--- src/rtl/full_adder.sv ---
// Purpose: ripple-carry adder built from WIDTH identical full-adder cells; {C,S} = Ain + Bin + Cin.
// Latency: 1 cycle with REG_OUT=1 (registered outputs), 0 cycles with REG_OUT=0 (pure combinational).
// Backpressure: none; a new operand set is accepted every cycle when in_valid is high.
//
// Ports:
//    clk       rising-edge clock (unused when REG_OUT=0)
//    rst       asynchronous active-high reset, clears S/C/out_valid (unused when REG_OUT=0)
//    Ain, Bin  WIDTH-bit unsigned operands
//    Cin       carry into bit 0
//    in_valid  qualifies Ain/Bin/Cin
//    S         low WIDTH bits of the sum
//    C         carry out of the MSB
//    out_valid qualifies S/C
module full_adder #(
   parameter int WIDTH   = 1,
   parameter bit REG_OUT = 1
) (
   input  logic             clk,
   input  logic             rst,
   input  logic [WIDTH-1:0] Ain,
   input  logic [WIDTH-1:0] Bin,
   input  logic             Cin,
   input  logic             in_valid,
   output logic [WIDTH-1:0] S,
   output logic             C,
   output logic             out_valid
);

   // carry[i] is the carry into cell i; carry[WIDTH] is the final carry-out.
   logic [WIDTH:0]   carry;
   logic [WIDTH-1:0] sum;

   assign carry[0] = Cin;

   for (genvar i = 0; i < WIDTH; i++) begin : g_cell
      assign sum[i]     = Ain[i] ^ Bin[i] ^ carry[i];
      assign carry[i+1] = (Ain[i] & Bin[i]) | (Ain[i] & carry[i]) | (Bin[i] & carry[i]);
   end

   if (REG_OUT) begin : g_reg
      // Results are only refreshed on valid cycles; otherwise the last result is held
      // and out_valid drops so downstream sees a one-cycle-wide valid per result.
      always_ff @(posedge clk or posedge rst) begin
         if (rst) begin
            S         <= '0;
            C         <= 1'b0;
            out_valid <= 1'b0;
         end else if (in_valid) begin
            S         <= sum;
            C         <= carry[WIDTH];
            out_valid <= 1'b1;
         end else begin
            out_valid <= 1'b0;
         end
      end
   end else begin : g_comb
      // Clock and reset have no role in the combinational build.
      logic unused_clk_rst;
      assign unused_clk_rst = clk ^ rst;

      assign S         = sum;
      assign C         = carry[WIDTH];
      assign out_valid = in_valid;
   end

endmodule

--- config.mk ---
export PLATFORM = sky130hd
export DESIGN_NAME = full_adder
export DESIGN_NICKNAME = d
export VERILOG_FILES = /design/src/rtl/full_adder.sv
export SDC_FILE = /design/constraint.sdc
export NUM_CORES = 1
export LEC_CHECK = 0
export BUFFER_PORTS_ARGS = -buffer_cell sky130_fd_sc_hd__buf_2
export CORE_AREA = 4 4 41 43
export CTS_BUF_LIST = sky130_fd_sc_hd__clkbuf_4
export DETAILED_ROUTE_END_ITERATION = 10
export DIE_AREA = 0 0 45 47
export RECOVER_POWER = 100
export SYNTH_ARGS = -nofsm -noshare
export SYNTH_HDL_FRONTEND = slang
export SYNTH_SLANG_ARGS = --single-unit
--- constraint.sdc ---
create_clock -name clk -period 0.9 [get_ports clk]
set_input_delay 0.18 -clock clk [delete_from_list [all_inputs] [get_ports clk]]
set_output_delay 0.18 -clock clk [all_outputs]
set_load 0.05 [all_outputs]
==> metrics.md, run 1 <==
| Metric | Value |
|---|---|
| Status | complete, but fails checks |
| Failing checks | setup timing |
| Post-route setup slack | -68.1 ps |
| Worst Path Buf+Inv | 1 |
| Metal2 WL | 165 µm |
| Worst hold path class | primary input to register |
| Port Buffers | 8 |
| CP delay by family, top | flip-flops |
| Final #Nets | 30 |
| Post-route minimum period | 968 ps |
| Share of cells above drive strength 1 | 0.773 |
| Post-synthesis net count | 14 |
| DR vias/cell | 2.92 |
| Reg2reg path depth | 2 |
| First-pass GRT wire length | 565 µm |
| H-tree levels | 1 |
| Starting density of the core | 0.0933 |
| Clock buffer depth | 2 |
| # setup viols final | 4 |
| Yosys warns | 0 |
| Hold wc startpoint | in_valid |
| Crit path largest cell delay | 400 ps |
| Placed inst area | 188 µm² |
| GPL Wtd Cong | 0.606 |
| Post-Syn Area | 121 µm² |
| Number of DRC markers in iteration 0 | 0 |
| Uppermost layer routed | met3 |
| Slew @ Worst Pin | 198 ps |
| Pint | 0.000433 W |
| Post-synthesis sequential area ratio | 0.619 |
| Area grow syn2layout | 118% |
| Synth unique cells | 4 |
| Fin Hold WS | 145 ps |
| Pin count of the biggest net entering global routing | 4 |
| Total grt overflow | 0 |
| Required time worst endpoint | 720 ps |
| Slew margin rel. | 0.868 |
| CTS tree | yes |
| Worst Hold End | out_valid |
| Tcrit/Tclk final | 1.08 |
| Reg2Reg Launch Point | C |
| Total detailed-routing wirelength | 354 µm |
| #FFs+latches synth | 3 |
| Post-route ant nets | 0 |
| Max cap viols | 0 |
| Die ar. | 2120 µm² |
| Arrival time of the worst setup path | 790 ps |
| Reg power frac | 0.274 |
| Total iterations of the first detailed-routing run | 1 |
| Vias in the first global route | 146 |
| CTS sink cnt | 3 |
| Reg2reg setup slack | -10 ps |
| Critical-path top delay cell | dfrtp_2 |
| Number of buffers created by CTS | 3 |
| Met3 wire len | 75 µm |
| Cell Rows | 13 |
| Mapped Avg Cell Area | 17.3 µm² |
| Clock-pin slew on the worst setup and hold paths | 40 ps |
| Post-Place Setup Slack | -220 ps |
| Max Transition Viols Final | 0 |
| Final Total Pwr | 0.000603 W |
| Reg2reg end | C |
| PD cells | 2280 nW/µm² |
| Max frequency | 1.03 GHz |
| Sw Ratio | 0.282 |
| Skew final | 0 ps |
| Io pins | 9 |
| Psw | 0.000170 W |
| Total track usage | 0.0483 |
| DR vias | 108 |
| Pleak | 0.127 nW |
| CP Class | register to primary output |
| Peak supply drop | 0.258 mV |
| DR WL/cell | 9.57 µm |
| Hold depth | 1 |
| Final instance area | 264 µm² |
| Crit start category | register |
| Syn Inst Count | 7 |
| Root Driver | clkbuf_4 |
| DRC viols | 0 |
| # diodes | 0 |
| Worst skew pair latency | 230 ps |
| Initial antenna violation count | 0 |
| Metal-1 WL | 113 µm |
| Clock network power share | 0.441 |
| CP endpoint kind | primary output |
| Overall die height | 47 µm |
| Critical path, cell by cell | buf_8 |
| Core area | 1300 µm² |
| RSZ-0062 raised after global routing | true |
| Crit Path Max Fanout | 2 |
| Die W | 45 µm |
| Comb power frac | 0.284 |
| Hold Violations, Final | 0 |
-- state kept, by name, summed over array words and instances, names as in the netlist --
name / cells
S: 1
out_valid: 1
C: 1
-- cell usage after synthesis --
master | count | area share
dfrtp_1 | 3 | 0.62
fa_1 | 1 | 0.16
inv_1 | 1 | 0.031
mux2_2 | 2 | 0.19
-- power by group through the flow --
| stage | combinational [W] | clock [W] | sequential [W] |
|---|---|---|---|
| floorplan | 0.0000240 | 0 | 0.000224 |
| global placement | 0.000121 | 0 | 0.000163 |
| detailed placement | 0.000123 | 0 | 0.000164 |
| CTS | 0.000174 | 0.000283 | 0.000167 |
| global route | 0.000184 | 0.000284 | 0.000169 |
| finish | 0.000171 | 0.000266 | 0.000165 |
-- per-layer routing --
metal,vias to the layer above,GRT usage
met5,-,0
met4,0,0.0702
met3,0,0.0421
met2,8,0.0593
met1,49,0.0390
li1,51,-
-- worst max path at each step --
stage	from	endpoint	slack (ps)	cells after the start
floorplan	S	S	-90	1
global placement	Ain	S	-210	3
detailed placement	Ain	S	-220	3
CTS	C	C	-90	1
global route	C	C	-100	1
finish	C	C	-70	1
-- through the flow --
step	std cells	util	setup TNS, ps
3_3_place_gp	30	0.144	-345
2_1_floorplan	7	-	-97.5
3_5_place_dp	30	0.144	-364
4_1_cts	37	0.204	-211
5_1_grt	37	0.203	-262
6_report	37	0.203	-144
-- cells by family after synthesis --
kind of cell | after synthesis | share of synthesized area
muxes | 2 | 0.186
adders and majority gates | 1 | 0.165
DFF | 3 | 0.619
buffers and inverters | 1 | 0.0309
-- cells in the final DEF, fill, tap and decap left out, drive strengths merged --
master	n
dlygate4sd3	1
fa	1
buf	9
dfrtp	3
clkbuf	5
inv	1
mux2	2
-- layout make-up --
class	count	area, µm²
clock buffers	4	30.0
fillers	152	1040
inverters	1	3.75
multi-input cells	3	48.8
flip-flops and latches	3	76.3
well taps	15	18.8
repair buffers	11	86.3
-- what timing repair did --
action	4_1_cts	5_1_grt
endpoints found under the setup margin	3	5
resized for setup	7	0
hold buffers	1	0
cloned	0	0
endpoints found under the hold margin	3	0
buffers inserted	2	0
No activity file was read; power rests on OpenSTA's default activity.
==> inputs of run 2 (changes only) <==
Settings changed: CTS_BUF_LIST sky130_fd_sc_hd__clkbuf_4 to sky130_fd_sc_hd__clkbuf_16.
==> run 2 against run 1 <==
The flow still finishes with violations (setup timing). Flip-flop and latch count unchanged. Via count unchanged. Global-route usage grew 0.40 points. Clock skew stayed put. First-iteration DRC count stayed put. Hold slack improved by 9.1 ps. Clock-buffer cell count decreased by 1. Utilization is 3.7 points higher. Final cell count unchanged. Setup slack better by 13 ps. Largest cell class unchanged. Maximum frequency grew 1.3%. Sequential power is essentially flat.
==> metrics.md, run 2 (same netlist as run 1, synthesis figures left out) <==
| Metric | Value |
|---|---|
| Die ar. | 2120 µm² |
| CTS tree | yes |
| Final Total Pwr | 0.00103 W |
| Pint | 0.000809 W |
| Reg power frac | 0.161 |
| Crit Path Max Fanout | 2 |
| RSZ-0062 raised after global routing | true |
| Worst hold path class | primary input to register |
| Leading cell type in the layout, fill and taps excluded | buf_2 |
| Peak supply drop | 0.507 mV |
| CP Depth | 1 |
| Worst Path Buf+Inv | 1 |
| Fin Hold WS | 154 ps |
| # setup viols final | 4 |
| Max frequency | 1.05 GHz |
| DR vias/cell | 2.92 |
| Psw | 0.000220 W |
| Io pins | 9 |
| Starting density of the core | 0.0933 |
| Post-route setup slack | -55.5 ps |
| Uppermost layer routed | met3 |
| Total grt overflow | 0 |
| Post-route minimum period | 955 ps |
| Worst skew pair latency | 220 ps |
| Hold depth | 1 |
| Port Buffers | 8 |
| Share of cells above drive strength 1 | 0.727 |
| Max Transition Viols Final | 0 |
| Most frequent cells in the layout | buf_2, clkbuf_16 |
| Slew @ Worst Pin | 197 ps |
| Initial antenna violation count | 0 |
| Area grow syn2layout | 158% |
| Root Driver | clkbuf_16 |
| Vias in the first global route | 152 |
| Tcrit/Tclk final | 1.06 |
| Clock-pin slew on the worst setup and hold paths | 30 ps |
| Skew final | 0 ps |
| DR WL/cell | 9.92 µm |
| DR vias | 108 |
| Clock network power share | 0.673 |
| Cell Rows | 13 |
| Total detailed-routing wirelength | 367 µm |
| GPL Wtd Cong | 0.606 |
| Pleak | 0.151 nW |
| PD cells | 3290 nW/µm² |
| Failing checks | setup timing |
| Met3 wire len | 75 µm |
| Core area | 1300 µm² |
| Final Core Density | 0.240 |
| Status | complete, but fails checks |
| DRC viols | 0 |
| Final #Nets | 30 |
| CP endpoint kind | primary output |
| Top flop regs | C: 1 flops, S: 1 flops, out_valid: 1 flops |
| Clock buffer depth | 2 |
| Total iterations of the first detailed-routing run | 1 |
| # diodes | 0 |
| Crit path largest cell delay | 400 ps |
| Metal-1 WL | 128 µm |
| Number of DRC markers in iteration 0 | 0 |
| Hold Violations, Final | 0 |
| H-tree levels | 1 |
| Metal2 WL | 163 µm |
| Sw Ratio | 0.214 |
| CP delay by family, top | flip-flops |
| CP Class | register to primary output |
| Pin count of the biggest net entering global routing | 4 |
| Slew margin rel. | 0.868 |
| First-pass GRT wire length | 607 µm |
| Comb power frac | 0.166 |
| Arrival time of the worst setup path | 780 ps |
| Post-route ant nets | 0 |
| Max cap viols | 0 |
| CTS sink cnt | 3 |
| Overall die height | 47 µm |
| Total track usage | 0.0523 |
| Number of buffers created by CTS | 3 |
| Crit start category | register |
| Reg2reg path depth | 2 |
| Required time worst endpoint | 720 ps |
| Critical-path top delay cell | dfrtp_2 |
| Die W | 45 µm |
| Critical path, cell by cell | buf_8 |
-- run 2: through the flow --
step	setup TNS (ps)	instances	cell area, µm²	setup slack (ps)
6_report	-108	37	313	-55.5
5_1_grt	-213	37	313	-75.9
4_1_cts	-149	37	314	-65.7
3_5_place_dp	-364	30	188	-220
3_3_place_gp	-345	30	188	-211
2_1_floorplan	-97.5	7	129	-88.0
-- run 2: layout make-up --
type	count	area (µm²)
repair buffers	11	86.3
clock buffers	3	75.1
flip-flops and latches	3	76.3
clock inverters	1	3.75
inverters	1	3.75
multi-input cells	3	48.8
fillers	148	988
well taps	15	18.8
-- run 2: routing by layer --
metal  GRT usage  vias up
met5           0        -
met4      0.0702        0
met3      0.0536        0
met2      0.0593        8
met1      0.0436       49
li1            -       51
-- run 2: final timing paths --
check | slack [ps] | endpoint | from
min in group asynchronous | 360 | S | rst
worst min-delay path | 150 | out_valid | in_valid
worst max-delay path | -60 | C | C
max in group asynchronous | 390 | C | rst
worst min register to register | 620 | S | S
worst max register to register | 0 | C | C
-- run 2: power by group through the flow --
| stage | clock network (W) | logic [W] | registers, W |
|---|---|---|---|
| finish | 0.000692 | 0.000171 | 0.000166 |
| floorplan | 0 | 0.0000240 | 0.000224 |
| global placement | 0 | 0.000121 | 0.000163 |
| global route | 0.000718 | 0.000184 | 0.000169 |
| detailed placement | 0 | 0.000123 | 0.000164 |
| CTS | 0.000707 | 0.000174 | 0.000167 |
-- run 2: repair_timing --
item,4_1_cts,5_1_grt
resized for setup,7,0
pin swaps,0,0
buffers inserted,2,0
hold buffers,1,0
hold endpoints to repair,3,0
setup endpoints to repair,3,5
gates cloned,0,0
==> inputs of run 3 (changes only) <==
Settings changed: BUFFER_PORTS_ARGS -buffer_cell sky130_fd_sc_hd__buf_2 to -buffer_cell sky130_fd_sc_hd__buf_4, SLEW_MARGIN set to 20.
==> run 3 against run 2 <==
The flow still finishes with violations (setup timing). First-iteration DRC count is the same. Register-to-register slack lost 20 ps. Setup slack lost 3.4 ps. Via count grew 4.6%. Clock power shrank 1%. Clock-buffer cell count is the same. Critical path type unchanged. Highest routed layer is now met4.
==> metrics.md, run 3 (same netlist as run 1, synthesis figures left out) <==
| Metric | Value |
|---|---|
| Status | complete, but fails checks |
| Crit start category | register |
| Cell Rows | 13 |
| Total grt overflow | 0 |
| Port Buffers | 8 |
| Failing checks | setup timing |
| Reg2Reg Launch Point | C |
| Reg2reg end | C |
| Share of cells above drive strength 1 | 0.714 |
| Worst skew pair latency | 220 ps |
| Clock-pin slew on the worst setup and hold paths | 30 ps |
| Post-route minimum period | 959 ps |
| Pleak | 0.155 nW |
| RSZ-0062 raised after global routing | true |
| Final Total Pwr | 0.00103 W |
| Comb power frac | 0.168 |
| Arrival time of the worst setup path | 780 ps |
| Area grow syn2layout | 166% |
| Reg2reg setup slack | -20 ps |
| Sw Ratio | 0.210 |
| Critical path, cell by cell | buf_8 |
| Critical-path top delay cell | dfrtp_2 |
| Post-route setup slack | -58.9 ps |
| # setup viols final | 4 |
| Required time worst endpoint | 720 ps |
| Core area | 1300 µm² |
| Clock buffer depth | 2 |
| Clock network power share | 0.669 |
| Worst Hold End | out_valid |
| Tcrit/Tclk final | 1.07 |
| DRC viols | 0 |
| Pint | 0.000810 W |
| # diodes | 0 |
| DR WL/cell | 10.7 µm |
| Final #Nets | 29 |
| DR vias/cell | 3.14 |
| Worst hold path class | primary input to register |
| Max frequency | 1.04 GHz |
| Skew final | 0 ps |
| Most frequent cells in the layout | clkbuf_16, buf_4, buf_6 |
| H-tree levels | 1 |
| CP Class | register to primary output |
| Starting density of the core | 0.0933 |
| Io pins | 9 |
| Peak supply drop | 0.697 mV |
| Psw | 0.000215 W |
| Max Transition Viols Final | 0 |
| Overall die height | 47 µm |
| Total detailed-routing wirelength | 385 µm |
| Number of buffers created by CTS | 3 |
| PD cells | 3180 nW/µm² |
| Hold Violations, Final | 0 |
| DR vias | 113 |
| Top flop regs | C: 1 flops, S: 1 flops, out_valid: 1 flops |
| Reg power frac | 0.163 |
| Final Core Density | 0.248 |
| First-pass GRT wire length | 641 µm |
| Final instance area | 323 µm² |
| Number of DRC markers in iteration 0 | 0 |
| Crit path largest cell delay | 400 ps |
| CP endpoint kind | primary output |
| Crit Path Max Fanout | 2 |
| Post-route ant nets | 0 |
| Total track usage | 0.0594 |
| CP delay by family, top | flip-flops |
| Placed inst area | 208 µm² |
| Worst Path Buf+Inv | 1 |
| CTS sink cnt | 3 |
| Root Driver | clkbuf_16 |
| Hold depth | 1 |
| Die W | 45 µm |
| Die ar. | 2120 µm² |
| Max cap viols | 0 |
| CTS tree | yes |
| Slew margin rel. | 0.864 |
| Total iterations of the first detailed-routing run | 1 |
| Hold wc startpoint | in_valid |
| Pin count of the biggest net entering global routing | 4 |
| Initial antenna violation count | 0 |
| Slew @ Worst Pin | 204 ps |
| GPL Wtd Cong | 0.727 |
| Vias in the first global route | 157 |
| Reg2reg path depth | 2 |
[run 3: power by group through the flow]
stage | Sequential [W] | Combinational, W | Clock (W)
5_1_grt | 0.000169 | 0.000181 | 0.000718
3_5_place_dp | 0.000166 | 0.000141 | 0
6_report | 0.000167 | 0.000172 | 0.000685
4_1_cts | 0.000167 | 0.000168 | 0.000700
2_1_floorplan | 0.000224 | 0.0000240 | 0
3_3_place_gp | 0.000162 | 0.000136 | 0
[run 3: per-stage QoR]
step / instances / TNS (ps) / setup slack, ps / hold WS, ps
2_1_floorplan: 7 / -97.5 / -88.0 / -66.4
3_3_place_gp: 30 / -352 / -214 / 50.2
3_5_place_dp: 30 / -389 / -229 / 64.9
4_1_cts: 36 / -165 / -66.4 / 94.6
5_1_grt: 36 / -211 / -78.4 / 157
6_report: 36 / -134 / -58.9 / 157
[run 3: area by class of cell]
| class | count | area [µm²] |
|---|---|---|
| Fill cell | 145 | 978 |
| Timing Repair Buffer | 10 | 92.6 |
| Sequential cell | 3 | 76.3 |
| Clock buffer | 3 | 75.1 |
| Multi-Input combinational cell | 3 | 52.6 |
| Tap cell | 15 | 18.8 |
| Clock inverter | 1 | 3.75 |
| Inverter | 1 | 3.75 |
[run 3: routing by layer]
metal	routed length [µm]	GRT usage
met3	80	0.0651
met4	36	0.105
met5	0	0
met1	126	0.0367
met2	142	0.0678
[run 3: worst max-delay path by stage]
stage,endpoint,startpoint,slack [ps],depth (start not counted)
2_1_floorplan,S,S,-90,1
3_5_place_dp,S,Ain,-230,3
3_3_place_gp,S,Ain,-210,3
6_report,C,C,-60,1
5_1_grt,C,C,-80,1
4_1_cts,C,C,-70,1
[run 3: timing repair]
action | in CTS | in global routing
hold buffers | 1 | 0
setup endpoints to repair | 3 | 5
hold endpoints to repair | 3 | 0
pin swaps | 0 | 1
gates resized for setup | 4 | 2
buffers inserted | 1 | 0
